===== config.mk =====
export PLATFORM = sky130hd
export DESIGN_NAME = mul_pipeline
export DESIGN_NICKNAME = d
export VERILOG_FILES = /design/src/rtl/mul_pipeline_pkg.sv /design/src/rtl/mul_stage_reg.sv /design/src/rtl/mul_pipeline.sv
export SDC_FILE = /design/constraint.sdc
export NUM_CORES = 2
export LEC_CHECK = 0
export ABC_CLOCK_PERIOD_IN_PS = 22600
export CAP_MARGIN = 10
export CORE_UTILIZATION = 59
export DETAILED_ROUTE_END_ITERATION = 6
export PLACE_DENSITY = 0.76
export RECOVER_POWER = 25
export SYNTH_ARGS = -nofsm -noshare
export SYNTH_HDL_FRONTEND = slang
export SYNTH_SLANG_ARGS = --single-unit

===== constraint.sdc =====
create_clock -name clk -period 22.6 [get_ports clk]
set_input_delay 4.52 -clock clk [delete_from_list [all_inputs] [get_ports clk]]
set_output_delay 4.52 -clock clk [all_outputs]
set_load 0.03 [all_outputs]

===== src/rtl/mul_pipeline_pkg.sv =====
// Shared constants for the RV32M multiply pipeline: instruction-type code,
// funct3 encodings and default sizing.
package mul_pipeline_pkg;

    localparam int unsigned MUL_WORD_SIZE       = 32;
    localparam int unsigned MUL_INSTR_TYPE_SZ   = 4;
    localparam int unsigned MUL_ROB_ENTRY_WIDTH = 6;
    localparam int unsigned MUL_LATENCY_DEF     = 5;
    localparam int unsigned INSTR_TYPE_MUL      = 3;

    typedef enum logic [2:0] {
        F3_MUL    = 3'd0,
        F3_MULH   = 3'd1,
        F3_MULHSU = 3'd2,
        F3_MULHU  = 3'd3
    } mul_op_e;

endpackage


===== src/rtl/mul_stage_reg.sv =====
// One pipeline stage: valid bit plus funct3/tag/data payload, loaded when the
// stage advances and cleared by flush or reset.
module mul_stage_reg #(
    parameter int unsigned DATA_W = 66,
    parameter int unsigned TAG_W  = 6
) (
    input  logic              clk,
    input  logic              reset,
    input  logic              flush,
    input  logic              load,
    input  logic              valid_in,
    input  logic [2:0]        funct3_in,
    input  logic [TAG_W-1:0]  tag_in,
    input  logic [DATA_W-1:0] data_in,
    output logic              valid,
    output logic [2:0]        funct3,
    output logic [TAG_W-1:0]  tag,
    output logic [DATA_W-1:0] data
);

    always_ff @(posedge clk or posedge reset) begin
        if (reset) begin
            valid  <= 1'b0;
            funct3 <= '0;
            tag    <= '0;
            data   <= '0;
        end else begin
            if (flush)
                valid <= 1'b0;
            else if (load)
                valid <= valid_in;
            // Payload only moves with a live operation; bubbles leave it untouched.
            if (load && valid_in) begin
                funct3 <= funct3_in;
                tag    <= tag_in;
                data   <= data_in;
            end
        end
    end

endmodule


===== src/rtl/mul_pipeline.sv =====
// Pipelined RV32M multiply unit: stage 1 holds extended operands, stage 2 the
// 66-bit product, the last stage the selected result word; bubbles compress.
module mul_pipeline
    import mul_pipeline_pkg::*;
#(
    parameter int unsigned WORD_SIZE       = MUL_WORD_SIZE,
    parameter int unsigned INSTR_TYPE_SZ   = MUL_INSTR_TYPE_SZ,
    parameter int unsigned ROB_ENTRY_WIDTH = MUL_ROB_ENTRY_WIDTH,
    parameter int unsigned MUL_LATENCY     = MUL_LATENCY_DEF
) (
    input  logic                       clk,
    input  logic                       reset,
    input  logic                       valid,
    input  logic [INSTR_TYPE_SZ-1:0]   instruction_type,
    input  logic [2:0]                 funct3,
    input  logic [WORD_SIZE-1:0]       s1,
    input  logic [WORD_SIZE-1:0]       s2,
    input  logic [ROB_ENTRY_WIDTH-1:0] rob_id,
    input  logic                       stall,
    input  logic                       flush,
    output logic                       stall_out,
    output logic [WORD_SIZE-1:0]       result,
    output logic [ROB_ENTRY_WIDTH-1:0] rob_id_out,
    output logic                       valid_out
);

    localparam int unsigned OP_W = WORD_SIZE + 1;
    localparam int unsigned DW   = 2 * OP_W;
    localparam int unsigned L    = MUL_LATENCY;

    // Index 0 is the D/E input side; 1..L are the registered stages.
    logic                       v   [L+1];
    logic [2:0]                 f3  [L+1];
    logic [ROB_ENTRY_WIDTH-1:0] tag [L+1];
    logic [DW-1:0]              d   [L+1];
    logic [L+1:1]               adv;
    logic                       take;
    logic                       rs1_signed;
    logic                       rs2_signed;
    logic                       unused_ok;

    function automatic logic [DW-1:0] mul_ext(input logic [DW-1:0] ops);
        logic [DW-1:0] pa;
        logic [DW-1:0] pb;
        pa = {{OP_W{ops[DW-1]}}, ops[DW-1:OP_W]};
        pb = {{OP_W{ops[OP_W-1]}}, ops[OP_W-1:0]};
        return pa * pb;
    endfunction

    function automatic logic [WORD_SIZE-1:0] pick(input logic [2*WORD_SIZE-1:0] p,
                                                  input logic [2:0] op);
        return (op == F3_MUL) ? p[WORD_SIZE-1:0] : p[2*WORD_SIZE-1:WORD_SIZE];
    endfunction

    always_comb begin
        adv      = '0;
        adv[L+1] = !stall;
        for (int unsigned k = L; k >= 1; k--)
            adv[k] = !v[k] || adv[k+1];
    end

    assign take       = valid && (instruction_type == INSTR_TYPE_SZ'(INSTR_TYPE_MUL)) && adv[1];
    assign rs1_signed = (funct3 == F3_MULH) || (funct3 == F3_MULHSU);
    assign rs2_signed = (funct3 == F3_MULH);

    assign v[0]   = take;
    assign f3[0]  = funct3;
    assign tag[0] = rob_id;
    assign d[0]   = {rs1_signed & s1[WORD_SIZE-1], s1, rs2_signed & s2[WORD_SIZE-1], s2};

    for (genvar k = 1; k <= L; k++) begin : g_stage
        logic [DW-1:0] nxt;

        always_comb begin
            nxt = d[k-1];
            if (k == 2)
                nxt = mul_ext(d[k-1]);
            if (k == L)
                nxt = DW'(pick(nxt[2*WORD_SIZE-1:0], f3[k-1]));
        end

        mul_stage_reg #(
            .DATA_W (DW),
            .TAG_W  (ROB_ENTRY_WIDTH)
        ) u_reg (
            .clk       (clk),
            .reset     (reset),
            .flush     (flush),
            .load      (adv[k]),
            .valid_in  (v[k-1]),
            .funct3_in (f3[k-1]),
            .tag_in    (tag[k-1]),
            .data_in   (nxt),
            .valid     (v[k]),
            .funct3    (f3[k]),
            .tag       (tag[k]),
            .data      (d[k])
        );
    end

    assign valid_out  = v[L];
    assign result     = d[L][WORD_SIZE-1:0];
    assign rob_id_out = tag[L];
    assign stall_out  = v[1] && !adv[1];

    assign unused_ok = ^{d[L][DW-1:WORD_SIZE], f3[L]};

endmodule


==> impl_metrics.py <==
metrics = {
    "timing": {
        "slew-limit-headroom_pct": -117,
        "setup-tns-final_ns": 0,
        "max_freq_mhz": 86.8,
        "finalCriticalPeriod_ns": 11.52,
        "skew_ns": 0.0583,
        "finalHoldViolations": 0,
        "final_min_period_over_clock_period_pct": 51.0,
        "tightest_slew_ns": 3.25,
        "maxSlewViolCount": 225,
        "grt_setup_unrepaired": "false",
        "setup_viol_count_final": 0,
    },
    "die": {
        "initial_core_util_pct": 59.9,
        "core_area_mm2": 0.0855,
        "vert_die_dim_um": 297,
        "design.die.area_mm2": 0.0880,
        "io-pin-count": 122,
        "die_width_um": 297,
        "placementRows": 107,
    },
    "detailed_routing": {
        "drt_iter0_markers": 1967,
        "via_count": 34400,
        "post_drt_wl_per_cell_um": 19.1,
        "drt.antenna.violating_nets": 0,
        "routed_wl_mm": 119,
        "avgViaCountPerCell": 5.54,
        "drtPass1Iterations": 7,
        "drc": 1,
    },
    "placed_design": {
        "detailed_place_hpwl_mm": 93.5,
        "port_buffers": 121,
        "gp_routability_congestion": 0.913,
    },
    "global_route": {
        "grt.overflow.total": 0,
        "antenna_found_initial": 0,
        "pin_count_of_the_biggest_net_entering_global_routing": 101,
        "globalRouteTotalUtil_pct": 28.6,
        "first_global_vias": 38200,
        "first_pass_grt_wire_length_mm": 200,
    },
    "cells_and_area": {
        "area.sequential_mm2": 0.00843,
        "antenna_cells_inserted": 0,
        "drive_gt1_share_pct": 7.45,
        "multi_input_area_mm2": 0.0375,
        "filler_cell_count": 6732,
        "layout-area-overhead-vs-synth_pct": 6.32,
        "nets_finish": 6450,
    },
    "clock_tree": {
        "worst_skew_pair.late_latency_ns": 0.64,
        "cts.htree.levels": 2,
        "worst_setup_hold_path_clk_slew_ns": 0.06,
        "tritoncts": "built",
        "clock-root-buffer": "sky130_fd_sc_hd__clkbuf_16",
        "cts_inserted_buffers": 39,
        "cts.sinks": 337,
        "cts_hold_buffers": 0,
        "post-cts-setup-buffer-count": 0,
        "cts_repair_resize_count": 0,
        "ctsLongestPathBuffers": 3,
    },
    "logic_synthesis": {
        "synthArstFlopShare_pct": 100,
        "synth-warning-count": 0,
        "synth_edf_count": 0,
        "synth_top_cell_by_area": "sky130_fd_sc_hd__fa_1",
        "synth_top_area_share_pct": 44.0,
        "syn_avg_cell_area_um2": 10.1,
        "yosys_register_bits": 337,
        "post_synth_inst_count": 5091,
        "postSynthNetCount": 6510,
        "synth.distinct_cells": 65,
        "dominantRegCellSynth": "sky130_fd_sc_hd__dfrtp_1",
        "post_synth_instance_area_mm2": 0.0512,
        "netlist_top_cells_area": "sky130_fd_sc_hd__fa_1, sky130_fd_sc_hd__dfrtp_1, sky130_fd_sc_hd__inv_1",
        "ys_seq_area_share_pct": 16.5,
    },
    "setup_path": {
        "capturing_point_of_the_worst_reg2reg_path": "g_stage[2].u_reg.data[57]",
        "cp_top_family": "buffers and inverters",
        "worstSetupPathType": "input pin to async pin",
        "path_max_fanout": 81,
        "cp_num_cells": 6,
        "worst-path-buf-inv": 6,
        "cp_data_required_time_ns": 23.16,
        "setup_crit_start_kind": "input pin",
        "critPathMostFrequentCell": "sky130_fd_sc_hd__buf_4",
        "endpoint_kind": "async pin",
        "regToRegStartpoint": "g_stage[1].u_reg.data[0]",
        "slowest_delay_ns": 2.39,
        "reg2reg_slack_ns": 14.04,
        "crit_chain": "dlygate4sd3_1 > clkinvlp_2 > clkbuf_1 > buf_4 > buf_4 > buf_4",
        "worstRegToRegCells": 24,
        "cpMaxStageDelayCell": "sky130_fd_sc_hd__clkbuf_1",
        "arrival_ns": 12.09,
    },
    "worst_hold_path": {
        "hold-path-endpoint": "g_stage[2].u_reg.funct3[1]",
        "timing.hold.worst.start": "g_stage[1].u_reg.funct3[1]",
        "hold_path_depth": 2,
        "holdCritPathClass": "flop to flop",
    },
    "run_status": {
        "run_status": "complete, but fails checks",
        "violations_in_the_final_reports": "design-rule violations, max-capacitance violations, max-slew violations",
    },
    "job": {
        "timing.max_cap.violations": 4,
    },
}
==> cell usage in the layout (no fill, tap or decap), types with 5 or more instances in the layout <==
master and count:
sky130_fd_sc_hd__mux2_2 227, sky130_fd_sc_hd__o21bai_1 15, sky130_fd_sc_hd__a211oi_1 10, sky130_fd_sc_hd__nand3_1 19, sky130_fd_sc_hd__clkbuf_1 17, sky130_fd_sc_hd__a31oi_1 9, sky130_fd_sc_hd__and2_1 545, sky130_fd_sc_hd__dfrtp_1 337
sky130_fd_sc_hd__and3_1 7, sky130_fd_sc_hd__buf_4 72, sky130_fd_sc_hd__clkdlybuf4s50_1 118, sky130_fd_sc_hd__ha_1 212, sky130_fd_sc_hd__or3_1 5, sky130_fd_sc_hd__clkbuf_16 39, sky130_fd_sc_hd__o21ai_0 71, sky130_fd_sc_hd__inv_1 1100
sky130_fd_sc_hd__o31ai_1 7, sky130_fd_sc_hd__xor2_1 24, sky130_fd_sc_hd__a21o_1 31, sky130_fd_sc_hd__nand2b_1 14, sky130_fd_sc_hd__a21oi_1 96, sky130_fd_sc_hd__nand4_1 16, sky130_fd_sc_hd__nor2b_1 27, sky130_fd_sc_hd__a211o_1 5
sky130_fd_sc_hd__o211ai_1 8, sky130_fd_sc_hd__nor2_1 77, sky130_fd_sc_hd__nor3_1 13, sky130_fd_sc_hd__xnor2_1 47, sky130_fd_sc_hd__nand2_1 653, sky130_fd_sc_hd__fa_1 1125, sky130_fd_sc_hd__mux2i_1 33
==> logic make-up after synthesis <==
| logic type | after synthesis | synth area share, % |
|---|---|---|
| AND/OR/NAND/NOR | 1399 | 13.5 |
| buffers and inverters | 1398 | 10.5 |
| adder cells (fa/ha/maj) | 1337 | 49.1 |
| flip-flops | 337 | 16.5 |
| AO/OA/AOI/OAI | 289 | 3.59 |
| multiplexers | 260 | 5.63 |
| XOR/XNOR | 71 | 1.21 |
==> synthesized netlist by cell type (all sizes together), types with 2 or more instances <==
master   instances
a31oi            9
or4b             3
o21ba            2
nand4           16
buf             43
nand2b          15
o211ai           9
fa            1125
a2111oi          4
xnor2           47
a211o            5
o2111ai          2
mux2           227
o41ai            2
nor4             3
nor3            14
dfrtp          337
o22ai            2
xor2            24
nor2b           28
or3              5
o21ai           75
a21boi           5
ha             212
o21a             4
clkbuf         254
or2              2
and4             2
inv           1101
a21o            31
a221o            2
and3             7
and2           545
o31ai            7
mux2i           33
nand2          654
nand3           20
nor3b            3
a21oi           97
nor2            78
o21bai          15
a211oi          10
==> worst max-delay path by stage <==
stage / endpoint / slack (ns) / startpoint
2_1_floorplan: g_stage[1].u_reg.data[0] / 8.74 / reset
3_5_place_dp: stall_out / 11.63 / stall
5_1_grt: g_stage[3].u_reg.data[55] / 9.71 / reset
6_report: g_stage[1].u_reg.data[25] / 11.08 / reset
3_3_place_gp: stall_out / 11.62 / stall
4_1_cts: stall_out / 11.62 / stall
==> per-layer routing <==
layer  share of wire, %  routed length, µm  vias to the layer above  track usage, %
met4                4.2               4980                        0            11.1
met2                 50              59900                     1148            49.1
met3                5.8               6840                      298            3.58
li1                   -                  -                    14800               -
met5                  0                  0                        -               0
met1                 40              47000                    18100            37.3
==> state kept, by name (all words and copies together), names as in the netlist <==
name / count
g_stage.u_reg.funct3: 12
g_stage.u_reg.valid: 5
g_stage.u_reg.tag: 30
g_stage.u_reg.data: 290
==> cell type report <==
class | count | area share, %
clock buffer | 57 | 1.99
clock inverter | 12 | 0.294
inverter | 1101 | 7.59
multi-input combinational | 3356 | 68.8
sequential | 337 | 15.5
tap | 1144 | 2.63
timing repair buffer | 196 | 3.24
==> metrics by stage <==
| step | worst slack [ns] | hold slack [ns] | instances | instance area (µm²) | utilization [%] |
|---|---|---|---|---|---|
| 3_5_place_dp | 11.63 | 0.457 | 6134 | 53300 | 62.3 |
| 4_1_cts | 11.62 | 0.471 | 6203 | 54500 | 63.7 |
| 6_report | 11.08 | 0.467 | 6203 | 54500 | 63.7 |
| 3_3_place_gp | 11.62 | 0.445 | 6134 | 53300 | 62.3 |
| 2_1_floorplan | 8.74 | 0.435 | 5091 | 51200 | - |
| 5_1_grt | 9.71 | 0.495 | 6203 | 54500 | 63.7 |
==> worst reg2reg max path, stage by stage (launching register included) <==
cell	delay, ns
sky130_fd_sc_hd__dfrtp_1	0.32
sky130_fd_sc_hd__buf_4	0.36
sky130_fd_sc_hd__nand2_1	0.19
sky130_fd_sc_hd__inv_1	0.15
sky130_fd_sc_hd__fa_1	0.50
sky130_fd_sc_hd__fa_1	0.58
sky130_fd_sc_hd__fa_1	0.52
sky130_fd_sc_hd__buf_4	0.23
sky130_fd_sc_hd__inv_1	0.15
sky130_fd_sc_hd__fa_1	1.04
sky130_fd_sc_hd__inv_1	0.35
sky130_fd_sc_hd__fa_1	0.54
sky130_fd_sc_hd__fa_1	0.50
sky130_fd_sc_hd__fa_1	0.48
sky130_fd_sc_hd__inv_1	0.05
sky130_fd_sc_hd__fa_1	0.47
sky130_fd_sc_hd__inv_1	0.04
sky130_fd_sc_hd__ha_1	0.41
sky130_fd_sc_hd__and2_1	0.23
sky130_fd_sc_hd__and3_1	0.21
sky130_fd_sc_hd__nand2_1	0.08
sky130_fd_sc_hd__nor4_1	0.46
sky130_fd_sc_hd__nor2_1	0.11
sky130_fd_sc_hd__xnor2_1	0.16
sky130_fd_sc_hd__mux2_2	0.26
Power is not shown: default switching activity piles up to over one toggle a cycle in this logic, so the estimate is an artifact.
